`src/rtl/imem_uart_loader_pkg.sv`:
```
`default_nettype none
// ============================================================================
//  Module   : imem_uart_loader_pkg
//  Purpose  : Shared definitions for the UART program-image loader: FSM state
//             encoding, default frame marker/reply bytes and frame field widths.
//  Revision : 1.0 - initial release
// ============================================================================
package imem_uart_loader_pkg;

  // Frame field widths
  localparam int unsigned c_BYTE_W = 8;
  localparam int unsigned c_WORD_W = 32;
  localparam int unsigned c_LEN_W  = 16;

  // Default protocol bytes
  localparam logic [7:0] c_MAGIC_DEFAULT = 8'hA5;
  localparam logic [7:0] c_ACK_DEFAULT   = 8'h5A;
  localparam logic [7:0] c_NAK_DEFAULT   = 8'hEE;

  // Loader FSM states
  typedef enum logic [2:0] {
    S_IDLE   = 3'd0,
    S_LEN_HI = 3'd1,
    S_LEN_LO = 3'd2,
    S_DATA   = 3'd3,
    S_CSUM   = 3'd4,
    S_SEND   = 3'd5,
    S_RUN    = 3'd6
  } state_t;

endpackage : imem_uart_loader_pkg
`default_nettype wire

```
`src/rtl/imem_uart_loader_timeout_counter.sv`:
```
`default_nettype none
// ============================================================================
//  Module   : loader_timeout_counter
//  Purpose  : Idle-cycle watchdog for UART byte streams. Counts enabled cycles
//             since the last clear and flags expiry at COUNT_MAX. Saturates.
//  Ports    : clk, rst      - clock, asynchronous active-high reset
//             i_clear       - restart the count (takes priority over enable)
//             i_enable      - count this cycle
//             o_expired     - count has reached COUNT_MAX
//  Revision : 1.0 - initial release
// ============================================================================
module loader_timeout_counter #(
  parameter int unsigned COUNT_MAX = 1_000_000
) (
  input  logic clk,
  input  logic rst,
  input  logic i_clear,
  input  logic i_enable,
  output logic o_expired
);

  localparam int unsigned c_CW = $clog2(COUNT_MAX + 1);

  logic [c_CW-1:0] r_count;

  assign o_expired = (r_count >= c_CW'(COUNT_MAX));

  always_ff @(posedge clk or posedge rst) begin
    if (rst) begin
      r_count <= '0;
    end else if (i_clear) begin
      r_count <= '0;
    end else if (i_enable && !o_expired) begin
      r_count <= r_count + c_CW'(1);
    end
  end

endmodule : loader_timeout_counter
`default_nettype wire

```
`src/rtl/imem_uart_loader.sv`:
```
`default_nettype none
// ============================================================================
//  Module   : imem_uart_loader
//  Purpose  : Receives a framed program image over UART, assembles big-endian
//             32-bit words, writes them into instruction memory and holds the
//             CPU in reset until a good image is loaded; replies ACK/NAK.
//             Frame: MAGIC, N_hi, N_lo, 4*N data bytes, XOR checksum.
//  Ports    : clk, rst               - clock, asynchronous active-high reset
//             rx_data/rx_valid       - received byte and its strobe
//             tx_busy                - UART transmitter busy
//             tx_data/tx_start       - reply byte and one-cycle send request
//             imem_we/addr/wdata     - instruction memory write port
//             cpu_rst                - pipeline reset, high unless running
//             loading                - a load is in progress
//             error                  - sticky error of the last load attempt
//  Revision : 1.0 - initial release
// ============================================================================
module imem_uart_loader
  import imem_uart_loader_pkg::*;
#(
  parameter int unsigned ADDR_WIDTH     = 8,
  parameter logic [7:0]  MAGIC          = c_MAGIC_DEFAULT,
  parameter logic [7:0]  ACK_BYTE       = c_ACK_DEFAULT,
  parameter logic [7:0]  NAK_BYTE       = c_NAK_DEFAULT,
  parameter int unsigned TIMEOUT_CYCLES = 1_000_000
) (
  input  logic                  clk,
  input  logic                  rst,
  input  logic [7:0]            rx_data,
  input  logic                  rx_valid,
  input  logic                  tx_busy,
  output logic [7:0]            tx_data,
  output logic                  tx_start,
  output logic                  imem_we,
  output logic [ADDR_WIDTH-1:0] imem_addr,
  output logic [31:0]           imem_wdata,
  output logic                  cpu_rst,
  output logic                  loading,
  output logic                  error
);

  localparam int unsigned c_DEPTH = 32'd1 << ADDR_WIDTH;

  state_t               r_state;
  logic [c_LEN_W-1:0]   r_len;
  logic [c_LEN_W-1:0]   r_word_idx;
  logic [1:0]           r_byte_cnt;
  logic [23:0]          r_asm;      // top three bytes of the word in progress
  logic [7:0]           r_csum;
  logic                 r_len_err;
  logic                 r_good;

  logic                 w_tmo_en;
  logic                 w_tmo_clr;
  logic                 w_expired;
  logic [c_LEN_W-1:0]   w_len;
  logic                 w_csum_ok;
  logic                 w_in_range;

  // Watchdog only runs while waiting for frame bytes; SEND waits on tx_busy
  // and is deliberately not bounded by it.
  assign w_tmo_en  = (r_state == S_LEN_HI) || (r_state == S_LEN_LO) ||
                     (r_state == S_DATA)   || (r_state == S_CSUM);
  assign w_tmo_clr = rx_valid || !w_tmo_en;

  assign w_len      = {r_len[15:8], rx_data};
  assign w_csum_ok  = (rx_data == r_csum) && !r_len_err;
  assign w_in_range = (32'(r_word_idx) < c_DEPTH);

  loader_timeout_counter #(
    .COUNT_MAX (TIMEOUT_CYCLES)
  ) u_timeout (
    .clk       (clk),
    .rst       (rst),
    .i_clear   (w_tmo_clr),
    .i_enable  (w_tmo_en),
    .o_expired (w_expired)
  );

  always_ff @(posedge clk or posedge rst) begin
    if (rst) begin
      r_state    <= S_IDLE;
      r_len      <= '0;
      r_word_idx <= '0;
      r_byte_cnt <= '0;
      r_asm      <= '0;
      r_csum     <= '0;
      r_len_err  <= 1'b0;
      r_good     <= 1'b0;
      cpu_rst    <= 1'b1;
      loading    <= 1'b0;
      error      <= 1'b0;
      imem_we    <= 1'b0;
      imem_addr  <= '0;
      imem_wdata <= '0;
      tx_start   <= 1'b0;
      tx_data    <= '0;
    end else begin
      imem_we  <= 1'b0;
      tx_start <= 1'b0;

      if (w_tmo_en && w_expired) begin
        // Stalled sender: abandon silently, any partial word is dropped.
        r_state <= S_IDLE;
        error   <= 1'b1;
        loading <= 1'b0;
      end else begin
        case (r_state)
          S_IDLE, S_RUN: begin
            if (rx_valid && (rx_data == MAGIC)) begin
              r_state    <= S_LEN_HI;
              cpu_rst    <= 1'b1;
              loading    <= 1'b1;
              error      <= 1'b0;
              r_csum     <= '0;
              r_word_idx <= '0;
              r_byte_cnt <= '0;
              r_len_err  <= 1'b0;
            end
          end

          S_LEN_HI: begin
            if (rx_valid) begin
              r_len[15:8] <= rx_data;
              r_state     <= S_LEN_LO;
            end
          end

          S_LEN_LO: begin
            if (rx_valid) begin
              r_len     <= w_len;
              r_len_err <= (32'(w_len) > c_DEPTH);
              r_state   <= (w_len == '0) ? S_CSUM : S_DATA;
            end
          end

          S_DATA: begin
            if (rx_valid) begin
              r_asm      <= {r_asm[15:0], rx_data};
              r_csum     <= r_csum ^ rx_data;
              r_byte_cnt <= r_byte_cnt + 2'd1;
              if (r_byte_cnt == 2'd3) begin
                // Words past the memory depth are consumed but not written.
                if (w_in_range) begin
                  imem_we    <= 1'b1;
                  imem_addr  <= r_word_idx[ADDR_WIDTH-1:0];
                  imem_wdata <= {r_asm, rx_data};
                end
                r_word_idx <= r_word_idx + c_LEN_W'(1);
                if (r_word_idx == (r_len - c_LEN_W'(1))) begin
                  r_state <= S_CSUM;
                end
              end
            end
          end

          S_CSUM: begin
            if (rx_valid) begin
              r_good  <= w_csum_ok;
              error   <= !w_csum_ok;
              tx_data <= w_csum_ok ? ACK_BYTE : NAK_BYTE;
              r_state <= S_SEND;
            end
          end

          S_SEND: begin
            if (!tx_busy) begin
              tx_start <= 1'b1;
              loading  <= 1'b0;
              if (r_good) begin
                r_state <= S_RUN;
                cpu_rst <= 1'b0;
              end else begin
                r_state <= S_IDLE;
              end
            end
          end

          default: begin
            r_state <= S_IDLE;
            cpu_rst <= 1'b1;
            loading <= 1'b0;
          end
        endcase
      end
    end
  end

endmodule : imem_uart_loader
`default_nettype wire
```
`config.mk`:
```
export PLATFORM = sky130hd
export DESIGN_NAME = imem_uart_loader
export DESIGN_NICKNAME = d
export VERILOG_FILES = /design/src/rtl/imem_uart_loader_pkg.sv /design/src/rtl/imem_uart_loader_timeout_counter.sv /design/src/rtl/imem_uart_loader.sv
export SDC_FILE = /design/constraint.sdc
export NUM_CORES = 1
export LEC_CHECK = 0
export CORE_MARGIN = 5
export CORE_UTILIZATION = 57
export CTS_CLUSTER_DIAMETER = 200
export DETAILED_ROUTE_END_ITERATION = 10
export PLACE_DENSITY_LB_ADDON = 0.3
export SYNTH_ARGS = -nofsm -noshare
export SYNTH_HDL_FRONTEND = slang
export SYNTH_SLANG_ARGS = --single-unit
```
`constraint.sdc`:
```
create_clock -name clk -period 5.54 [get_ports clk]
set_clock_uncertainty 0.2 [all_clocks]
set_input_delay 0.554 -clock clk [delete_from_list [all_inputs] [get_ports clk]]
set_output_delay 0.554 -clock clk [all_outputs]
set_load 0.01 [all_outputs]
```
After elaboration in Yosys (flattened, before gate mapping)
Index checks and enable logic that the tools add are counted.
Word-level totals
  register bits after elaboration: 144
  input port bits: 12
  output and inout port bits: 53
  word-level logic and storage cells: 134
Cells by class
  $add $sub $neg: 4
  order comparisons: 3
  equality and inequality tests: 25
  mux-type cells: 48
  bitwise logic cells: 4
  reduce and logical (&&, ||, !) cells: 32
Operators by type and width (count)
  $mux W16: 3
  $mux W20: 2
  $mux W3: 11
  $mux W8: 4
  $pmux W16 S2: 1
  $pmux W8 S2: 2
  $add A20 B1 Y20 const B: 1
  $ge A20 B20 Y1 const B: 1
  $pmux W3 S6: 1
  $mux W1: 17
  $add A16 B1 Y16 const B: 1
  $eq A16 B16 Y1: 1
  $gt A16 B9 Y1 const B: 1
  $logic_not A16 Y1: 1
  $lt A16 B9 Y1 const B: 1
  $sub A16 B1 Y16 const B: 1
  $reduce_and A3 Y1: 5
  $reduce_and A5 Y1: 3
  $ne A3 B2 Y1 const B: 4
  $reduce_and A4 Y1: 3
  $ne A2 B2 Y1 const B: 5
  $eq A3 B3 Y1 const B: 3
  $eq A8 B8 Y1: 1
  $eq A8 B8 Y1 const B: 1
  other kinds (22): 42

Longest topological paths before layout
Gate-level depths: netlist (run 1).
  depth after elaboration: 7
  mapped depth: 10
  mapped depth without buffers: 9

Hierarchy
Synthesis (run 1) repeated with hierarchy kept, for this count alone.
Unflattened totals
  cell total of the unflattened synthesis: 676
  area total of the unflattened synthesis: 6949.2 um2
Modules (own cells, without submodules)
  imem_uart_loader: times used 1, cells an instance 554, area each 5803.1 um2, sequential area each 2954.1 um2
  loader_timeout_counter: times used 1, cells an instance 122, area each 1146.1 um2, sequential area each 500.5 um2

Least setup slack after synthesis (run 1)
OpenSTA, ideal clock, no wires.
  path kind: input to register
  from: in rx_data[3]
  to: reg r_word_idx[13]
  library setup time: 0.133 ns
  arrival time: 2.333 ns
  data required time: 5.207 ns
  setup slack: 2.874 ns
  stages: 9
  path buffers: 2
  cells stage by stage: buf_2 nor4_4 and3_1 buf_4 nor3b_4 o221ai_4 nor4_1 xnor2_1 nor2_1
On the way
  cells in the longest elaborated chain, start to end: 4
RTL lines
  start, declared: line imem_uart_loader.sv:29  | input logic [7:0] rx_data,
  $eq A8 B8 Y1: line imem_uart_loader.sv:110  | if (rx_valid && (rx_data == MAGIC)) begin
  $logic_and A1 B1 Y1: line imem_uart_loader.sv:110
  $ne A2 B2 Y1 (no line)
  $reduce_and A5 Y1 (no line)
  end signal, assigned: line imem_uart_loader.sv:149  | r_word_idx <= r_word_idx + c_LEN_W'(1);
  end, declared: line imem_uart_loader.sv:46  | logic [c_LEN_W-1:0] r_word_idx;
Every way passes these cells.
A chain may end at the register's enable or synchronous reset.

Worst setup path in the final report (run 1)
  from: in rx_data[3]
  to: reg r_word_idx[15]
The elaborated chain is that of the path after synthesis.

==> results of run 1 <==
synth_stat cells, drive strengths merged (6+ instances only):
cell type / number
mux2: 17
inv: 13
nor2: 62
nand4: 20
buf: 16
nand2b: 12
o21ai: 37
dfrtp: 137
and3: 7
nand2: 221
xnor2: 29
nand3: 17
xor2: 24
nor3: 6
a31oi: 6
nor4: 17
clkbuf: 35
a21oi: 12
or3: 9
through the flow:
| step | cell area (um2) | power, mW | utilization, % | instances | worst slack (ns) |
|---|---|---|---|---|---|
| 3_5_place_dp | 7440 | 2.70 | 62.8 | 921 | 1.62 |
| 5_1_grt | 8090 | 4.18 | 68.2 | 953 | 1.89 |
| 3_3_place_gp | 7440 | 2.64 | 62.8 | 921 | 1.80 |
| 4_1_cts | 8090 | 3.97 | 68.2 | 953 | 2.07 |
| 2_1_floorplan | 6810 | 2.29 | - | 756 | 1.09 |
| 6_report | 8090 | 3.96 | 68.2 | 953 | 2.12 |
how the worst min path moves through the flow:
stage	end	slack (ns)
6_report	imem_wdata[29]	0.27
5_1_grt	imem_wdata[26]	0.30
4_1_cts	imem_wdata[21]	0.27
3_5_place_dp	imem_wdata[13]	0.26
3_3_place_gp	imem_wdata[4]	0.25
2_1_floorplan	r_asm[16]	0.25
kinds of logic after synthesis:
| logic type | synth area share, % |
|---|---|
| mux | 3.25 |
| fa+ha+maj | 0.919 |
| flops | 50.7 |
| compound gates | 7.73 |
| other cells | 0.0551 |
| buf+inv | 4.15 |
| simple gates | 26.3 |
| xor+xnor | 6.82 |
flip-flops by register name, indices dropped and copies added, names as in the netlist:
register           flops
r_state                3
r_byte_cnt             2
imem_we                1
r_len_err              1
loading                1
u_timeout.r_count     20
r_csum                 8
error                  1
r_len                 16
cpu_rst                1
r_asm                 24
r_word_idx            16
imem_wdata            32
tx_data                3
tx_start               1
imem_addr              8
power by group:
group | internal [mW] | leakage (nW) | switching [mW]
clock | 0.801 | 0.313 | 0.445
sequential | 1.28 | 1.82 | 0.302
combinational | 0.542 | 1.58 | 0.584
total | 2.63 | 3.71 | 1.33
critical path, stage by stage:
cell	delay [ns]
clkdlybuf4s50_1	0.61
nor4_4	0.41
and3_1	0.34
nor3b_4	0.65
o221ai_4	0.28
nor4_1	0.42
xnor2_1	0.18
nor2_1	0.05
cell type report:
| type | instances | share of cell area (%) |
|---|---|---|
| Sequential cell | 138 | 42.7 |
| Clock buffer | 18 | 5.30 |
| Timing Repair Buffer | 69 | 8.35 |
| Tap cell | 147 | 2.27 |
| Inverter | 13 | 0.634 |
| Multi-Input combinational cell | 554 | 38.0 |
| Clock inverter | 14 | 2.69 |
layer usage:
layer,track usage (%),vias to the layer above
met5,0,-
met4,9.09,0
met3,5.98,27
met2,39.7,153
met1,29.7,2782
li1,-,2604
==> impl_metrics.tcl, run 1 <==
set metrics [dict create \
    status "finished, final reports clean" \
    cts_tree "yes" \
    synthesis.area_um2 6810 \
    cts_buffers 17 \
    rrSetupSlack_ns 2.36 \
    peakVddDrop_mv 0.310 \
    die_height_um 119 \
    clockBufferDepth 2 \
    grt_use_total_pct 23.7 \
    vias 5566 \
    reg2reg_to "r_csum[3]" \
    postCtsSetupRepairBufs 0 \
    portBuffers 63 \
    synth_top_area_cell "dfrtp_1" \
    synth_cell_type_count 59 \
    core_um2 11900 \
    final_cell_mix "221 x nand2_1, 137 x dfrtp_1, 63 x clkdlybuf4s50_1" \
    p_leak_nw 3.71 \
    required_ns 5.63 \
    vias_per_cell 5.84 \
    routed-wl-met2_um 8230 \
    postSynth.asyncResetShare_pct 100 \
    cap_violations 0 \
    synth_edf_count 0 \
    setup_viol 0 \
    rr_worst_depth 8 \
    synth_nets 773 \
    fin_crit_sh_pct 61.8 \
    hold_class "reg -> reg" \
    path_class "in -> reg" \
    drv_slew 0 \
    synth_area_leaders "dfrtp_1 50%, nand2_1 12%, xnor2_1 3.7%, nor2_1 3.4%, xor2_1 3.1%" \
    relSlewSlack_pct 44.8 \
    ys_seq_elements 138 \
    start_util_pct 57.4 \
    die_area_um2 14200 \
    hold_viol_final 0 \
    overflow 0 \
    rsz0062_at_grt "false" \
    clock_latency_ns 0.43 \
    timing.critical_path.from "rx_data[3]" \
    hold_path_startpoint "imem_wdata[29]" \
    cp_max_fo 16 \
    postRouteAntennaNets 0 \
    ctsHoldBuffers 0 \
    avgSynthCellArea_um2 9.01 \
    grt_max_degree 68 \
    top_layer "met4" \
    n_fill_cell 913 \
    r2r_start "r_state[0]" \
    worst_pin_slew_ns 0.825 \
    fin_nets 810 \
    cts-htree-levels 4 \
    yosysSeqAreaShare_pct 50.7 \
    firstDrtPassIters 5 \
    fmax_ghz 0.292 \
    globalplace.congestion 0.898 \
    yosysTopAreaCellShare_pct 50.3 \
    drt_iter0_markers 500 \
    dp_hpwl_um 10600 \
    start_kind "input pin" \
    antenna_found_initial 0 \
    synth_flop_cell "dfrtp_1" \
    routed_wl_um 16100 \
    layout_commonest_cell "nand2_1" \
    cp-endpoint "r_word_idx[15]" \
    ios 65 \
    synthCells 756 \
    regArea_um2 3450 \
    hold-worst-slack_ns 0.268 \
    drc 0 \
    wl_met1_um 6770 \
    antennaDiodeCount 0 \
    clk_pin_slew_worst_paths_ns 0.06 \
    whs_path_depth 2 \
    finalCriticalPeriod_ns 3.42 \
    cts.sinks 138 \
    drive_above_1_share_pct 8.56 \
    power.density_nw_per_um2 489 \
    syn_to_final_growth_pct 18.8 \
    cts_root_buf "clkbuf_16" \
    worstPathArrival_ns 3.51 \
    yosysWarnings 0 \
    routedWlPerCell_um 16.9 \
    num_rows 40 \
    endpoint_kind "register" \
    grt_pass1_vias 5604 \
    finalSetupTns_ns 0 \
    die_w_um 119 \
    dr_wl_met3_um 765 \
    grt_pass1_wl_um 27100 \
    multi_input_area_um2 3080 \
    cts.repair.resized 0 \
]
(Power assumes the default switching activity.)
==> run 2: changes to the inputs <==
--- a/config.mk
+++ b/config.mk
@@ -6,7 +6,7 @@
 export NUM_CORES = 1
 export LEC_CHECK = 0
 export CORE_MARGIN = 5
-export CORE_UTILIZATION = 57
+export CORE_UTILIZATION = 52
 export CTS_CLUSTER_DIAMETER = 200
 export DETAILED_ROUTE_END_ITERATION = 10
 export PLACE_DENSITY_LB_ADDON = 0.3
==> constraint.sdc (replaced) <==
create_clock -name clk -period 3.1 [get_ports clk]
set_clock_uncertainty 0.2 [all_clocks]
set_input_delay 0.31 -clock clk [delete_from_list [all_inputs] [get_ports clk]]
set_output_delay 0.31 -clock clk [all_outputs]
set_load 0.01 [all_outputs]
==> run 2 against run 1 <==
Net effect: setup slack worse by 1.9 ns; register-to-register slack worse by 2.1 ns; flip-flop and latch count unchanged; via count shrank 0.72%; core utilization fell by 4.0 points; sequential share of layout area is 0.41 points lower; critical path type is now reg -> reg; largest cell class unchanged.
==> impl_metrics.tcl, run 2 (same netlist as run 1, synthesis figures left out) <==
set metrics [dict create \
    power.density_nw_per_um2 828 \
    grt_max_degree 139 \
    required_ns 3.20 \
    cts_buffers 17 \
    cts.sinks 138 \
    endpoint_kind "register" \
    die_w_um 124 \
    fin_nets 826 \
    rsz0062_at_grt "false" \
    final_cell_mix "221 x nand2_1, 137 x dfrtp_1, 63 x clkdlybuf4s50_1" \
    clkPwrFrac_pct 28.0 \
    layout_commonest_cell "nand2_1" \
    clk_pin_slew_worst_paths_ns 0.06 \
    grt_use_total_pct 21.5 \
    routed_wl_um 15800 \
    placed_area_um2 7610 \
    path_class "reg -> reg" \
    drt_iter0_markers 445 \
    vias 5526 \
    p_int_mw 4.45 \
    syn_to_final_growth_pct 19.9 \
    top_register "imem_wdata" \
    overflow 0 \
    cpMaxStageDelayCell "or4b_1" \
    start_kind "register" \
    clock_latency_ns 0.42 \
    core_um2 12700 \
    die_height_um 124 \
    cts-htree-levels 4 \
    worstPathArrival_ns 2.95 \
    reg.largest.list "imem_wdata x32, r_asm x24, u_timeout.r_count x20" \
    ios 65 \
    dp_slack_ns 0.238 \
    finalCriticalPeriod_ns 2.84 \
    cts_root_buf "clkbuf_16" \
    start_util_pct 53.5 \
    ctsHoldBuffers 0 \
    routedWlPerCell_um 15.9 \
    vias_per_cell 5.56 \
    power.share.sequential_pct 41.4 \
    p_leak_nw 3.74 \
    hold_class "in -> async" \
    final_cell_area_um2 8170 \
    drc 0 \
    peakVddDrop_mv 0.585 \
    postCtsSetupRepairBufs 0 \
    max_stage_delay_ns 0.54 \
    globalplace.congestion 0.869 \
    postRouteAntennaNets 0 \
    fin_crit_sh_pct 91.7 \
    antennaDiodeCount 0 \
    clockBufferDepth 2 \
    num_rows 41 \
    die_area_um2 15500 \
    drv_slew 0 \
    relSlewSlack_pct 49.6 \
    setup_ws_ns 0.257 \
    path_cells "inv_1, ha_1, or4b_1, nor2_1, o2111a_1, o21ai_0, nor4_1, a31oi_1, o221a_2" \
    drive_above_1_share_pct 9.98 \
    status "finished, final reports clean" \
    cts.repair.resized 0 \
    firstDrtPassIters 7 \
    antenna_found_initial 0 \
    worst_pin_slew_ns 0.753 \
    dp_hpwl_um 10800 \
    cts_tree "yes" \
    pwr-share-comb_pct 30.6 \
    cap_violations 0 \
    grt_pass1_vias 5631 \
    power_switching_mw 2.31 \
    portBuffers 63 \
    fmax_ghz 0.352 \
    swShare_pct 34.2 \
    largest_register_ffs 32 \
    grt_pass1_wl_um 27500 \
    finalSetupTns_ns 0 \
    setup_viol 0 \
    cp_max_fo 5 \
    hold_viol_final 0 \
]
run 2: worst paths after layout:
check                           slack [ns]  depth (start not counted)                    end    startpoint
worst max-delay path                  0.26                          9             r_state[0]      r_len[0]
worst min-delay path                  0.24                          3         imem_wdata[14]           rst
worst min register to register        0.26                          2           imem_addr[0]  imem_addr[0]
max in group asynchronous             1.93                          3  u_timeout.r_count[15]           rst
min in group clk                      0.26                          2           imem_addr[0]  imem_addr[0]
worst max register to register        0.26                          9             r_state[0]      r_len[0]
run 2: routing by layer:
metal	track usage, %	vias up	routed length (um)
met2	35.7	154	7920
met1	27.4	2730	6730
met5	0	-	0
met3	5.87	24	843
li1	-	2618	-
met4	6.83	0	303
run 2: stage by stage:
step	hold WS, ns	power [mW]	util [%]	std cells
floorplan	0.180	4.09	-	756
global placement	0.250	4.76	59.8	962
detailed placement	0.256	4.87	59.8	962
CTS	0.268	6.79	64.2	994
global route	0.287	7.20	64.2	994
finish	0.243	6.76	64.2	994
run 2: power groups by stage:
| stage | combinational, mW | clock, mW | sequential (mW) |
|---|---|---|---|
| after floorplan | 1.39 | 0 | 2.70 |
| after global placement | 1.99 | 0 | 2.77 |
| after detailed placement | 2.06 | 0 | 2.81 |
| after CTS | 2.09 | 1.92 | 2.79 |
| after global routing | 2.30 | 2.02 | 2.87 |
| final | 2.07 | 1.90 | 2.80 |
run 2: area by class of cell:
class                           count  area, um2
Clock inverter                      9       91.3
Tap cell                          172        215
Sequential cell                   138       3450
Inverter                           13       52.6
Fill cell                        1075       4550
Timing Repair Buffer               85        808
Multi-Input combinational cell    554       3080
Clock buffer                       23        468
run 2: worst max-delay path: cells and delay by family, from the launching register on:
| family | cells | cell delay (ns) |
|---|---|---|
| AOI/OAI and AO/OA | 4 | 0.77 |
| adders and majority gates | 1 | 0.20 |
| buffers and inverters | 1 | 0.09 |
| DFF | 1 | 0.44 |
| and+or+nand+nor | 3 | 1.03 |
==> run 3: changes to the inputs <==
--- a/config.mk
+++ b/config.mk
@@ -5,8 +5,10 @@
 export SDC_FILE = /design/constraint.sdc
 export NUM_CORES = 1
 export LEC_CHECK = 0
+export CELL_PAD_IN_SITES_DETAIL_PLACEMENT = 1
+export CELL_PAD_IN_SITES_GLOBAL_PLACEMENT = 2
 export CORE_MARGIN = 5
-export CORE_UTILIZATION = 52
+export CORE_UTILIZATION = 32
 export CTS_CLUSTER_DIAMETER = 200
 export DETAILED_ROUTE_END_ITERATION = 10
 export PLACE_DENSITY_LB_ADDON = 0.3
==> run 3 against run 2 <==
Net effect: hold slack better by 0.027 ns; first-iteration DRC count is 52% lower; critical path depth is 1 higher; sequential share of layout area is 1.0 points lower; count of clock-buffer cells in the layout is 6 lower; largest cell class unchanged; routed wire length is 25% higher.
==> impl_metrics.tcl, run 3 (same netlist as run 1, synthesis figures left out) <==
set metrics [dict create \
    clockBufferDepth 2 \
    hold_viol_final 0 \
    top_register "imem_wdata" \
    hold_path_startpoint "imem_wdata[25]" \
    vias 5526 \
    p_int_mw 4.38 \
    power.share.sequential_pct 40.0 \
    endpoint_kind "register" \
    setup_ws_ns 0.208 \
    finalCoreUtilization_pct 39.8 \
    power_switching_mw 2.57 \
    relSlewSlack_pct 48.5 \
    cts_root_buf "clkbuf_16" \
    worst_pin_slew_ns 0.769 \
    postCtsSetupRepairBufs 0 \
    instances_no_fill 1100 \
    start_util_pct 32.4 \
    cp_common_cell "mux2i_1" \
    place_inst 1067 \
    clkPwrFrac_pct 28.9 \
    setup_viol 0 \
    layout_commonest_cell "nand2_1" \
    drive_above_1_share_pct 10.8 \
    portBuffers 63 \
    die_height_um 156 \
    finalCriticalPeriod_ns 2.89 \
    syn_to_final_growth_pct 22.9 \
    num_rows 53 \
    cpMaxStageDelayCell "or4b_1" \
    finalSetupTns_ns 0 \
    drc 0 \
    grt_pass1_vias 6115 \
    antennaDiodeCount 0 \
    final_cell_area_um2 8370 \
    firstDrtPassIters 4 \
    reg2reg_to "r_state[0]" \
    final_cell_mix "221 x nand2_1, 137 x dfrtp_1, 63 x clkdlybuf4s50_1" \
    peakVddDrop_mv 0.329 \
    rsz0062_at_grt "false" \
    hold_end "imem_wdata[25]" \
    required_ns 3.21 \
    postRouteAntennaNets 0 \
    fin_crit_sh_pct 93.3 \
    path_cells "inv_1, ha_1, or4b_1, nor2_1, buf_4, mux2i_1, mux2i_1, o21ai_0, a31oi_1, o221a_2" \
    swShare_pct 37.0 \
    r2r_start "r_len[0]" \
    fmax_ghz 0.346 \
    rr_worst_depth 10 \
    path_class "reg -> reg" \
    power.density_nw_per_um2 830 \
    met2_usage_pct 28.9 \
    cap_violations 0 \
    whs_path_depth 2 \
    cp_max_fo 5 \
    placed_area_um2 7780 \
    power.total_mw 6.95 \
    core_um2 21000 \
    drt_iter0_markers 214 \
    grt_max_degree 72 \
    drv_slew 0 \
    overflow 0 \
    start_kind "register" \
    cts_tree "yes" \
    max_stage_delay_ns 0.53 \
    hold_class "reg -> reg" \
    reg.largest.list "imem_wdata x32, r_asm x24, u_timeout.r_count x20" \
    grt_use_total_pct 17.1 \
    dp_slack_ns 0.181 \
    top_usage_layer "met2" \
    largest_register_ffs 32 \
    grt_use_met3_pct 3.47 \
    dp_hpwl_um 13700 \
    grt_pass1_wl_um 32900 \
    p_leak_nw 3.78 \
    grtUsageMet1_pct 22.0 \
    fin_nets 829 \
    pwr-share-comb_pct 31.1 \
    cts-htree-levels 4 \
    clock_latency_ns 0.43 \
    status "finished, final reports clean" \
    worstPathArrival_ns 3.01 \
    vias_per_cell 5.02 \
    globalplace.congestion 0.820 \
    cts_buffers 17 \
    die_w_um 156 \
    ios 65 \
    clk_pin_slew_worst_paths_ns 0.07 \
    routed_wl_um 19700 \
    die_area_um2 24300 \
    rrSetupSlack_ns 0.21 \
    hold-worst-slack_ns 0.270 \
    antenna_found_initial 0 \
    routedWlPerCell_um 17.9 \
    cts.sinks 138 \
]
[run 3: changes by cell type in the layout (fill, tap and decap cells not counted), sizes merged]
cell / previous run / this run
buf: 22 / 24
bufinv: 1 / 0
clkbuf: 23 / 17
clkinvlp: 5 / 4
dlygate4sd3: 0 / 1
inv: 13 / 21
[run 3: power groups by stage]
stage | Sequential (mW) | Clock (mW) | Combinational [mW]
2_1_floorplan | 2.70 | 0 | 1.39
3_3_place_gp | 2.77 | 0 | 2.07
3_5_place_dp | 2.81 | 0 | 2.17
4_1_cts | 2.78 | 2.07 | 2.19
5_1_grt | 2.86 | 2.15 | 2.39
6_report | 2.78 | 2.01 | 2.16
[run 3: worst max-delay path: cells and delay by family (launching register included)]
kind,cells,cell delay (ns)
and+or+nand+nor,2,0.73
AOI/OAI and AO/OA,3,0.65
DFF,1,0.43
muxes,2,0.33
buffers and inverters,2,0.24
adders and majority gates,1,0.20
[run 3: worst max-delay path by stage]
stage,startpoint,end,slack [ns],depth (start not counted)
after floorplan,r_len[0],r_state[0],0.46,9
after global placement,rx_data[1],r_state[0],0.28,8
after detailed placement,rx_data[1],r_word_idx[11],0.18,8
after CTS,u_timeout.r_count[6],r_len[3],0.23,6
after global routing,r_state[1],r_csum[6],0.06,7
final,r_len[0],r_state[0],0.21,10
[run 3: layout make-up]
class,count,area [um2]
sequential,138,3450
inverter,13,52.6
tap,275,344
multi-input combinational,554,3080
fill,2394,12700
clock inverter,15,153
clock buffer,17,425
timing repair buffer,88,858
[run 3: per-layer routing]
metal	share of wire, %	vias to the layer above
li1	-	2633
met1	45	2799
met2	50	81
met3	3.4	13
met4	1.2	0
met5	0	-
[run 3: repair_timing]
action                                  CTS  global route
endpoints found under the setup margin    0             1
hold buffers                              1             0
resized for setup                         0             1
endpoints found under the hold margin     4             0
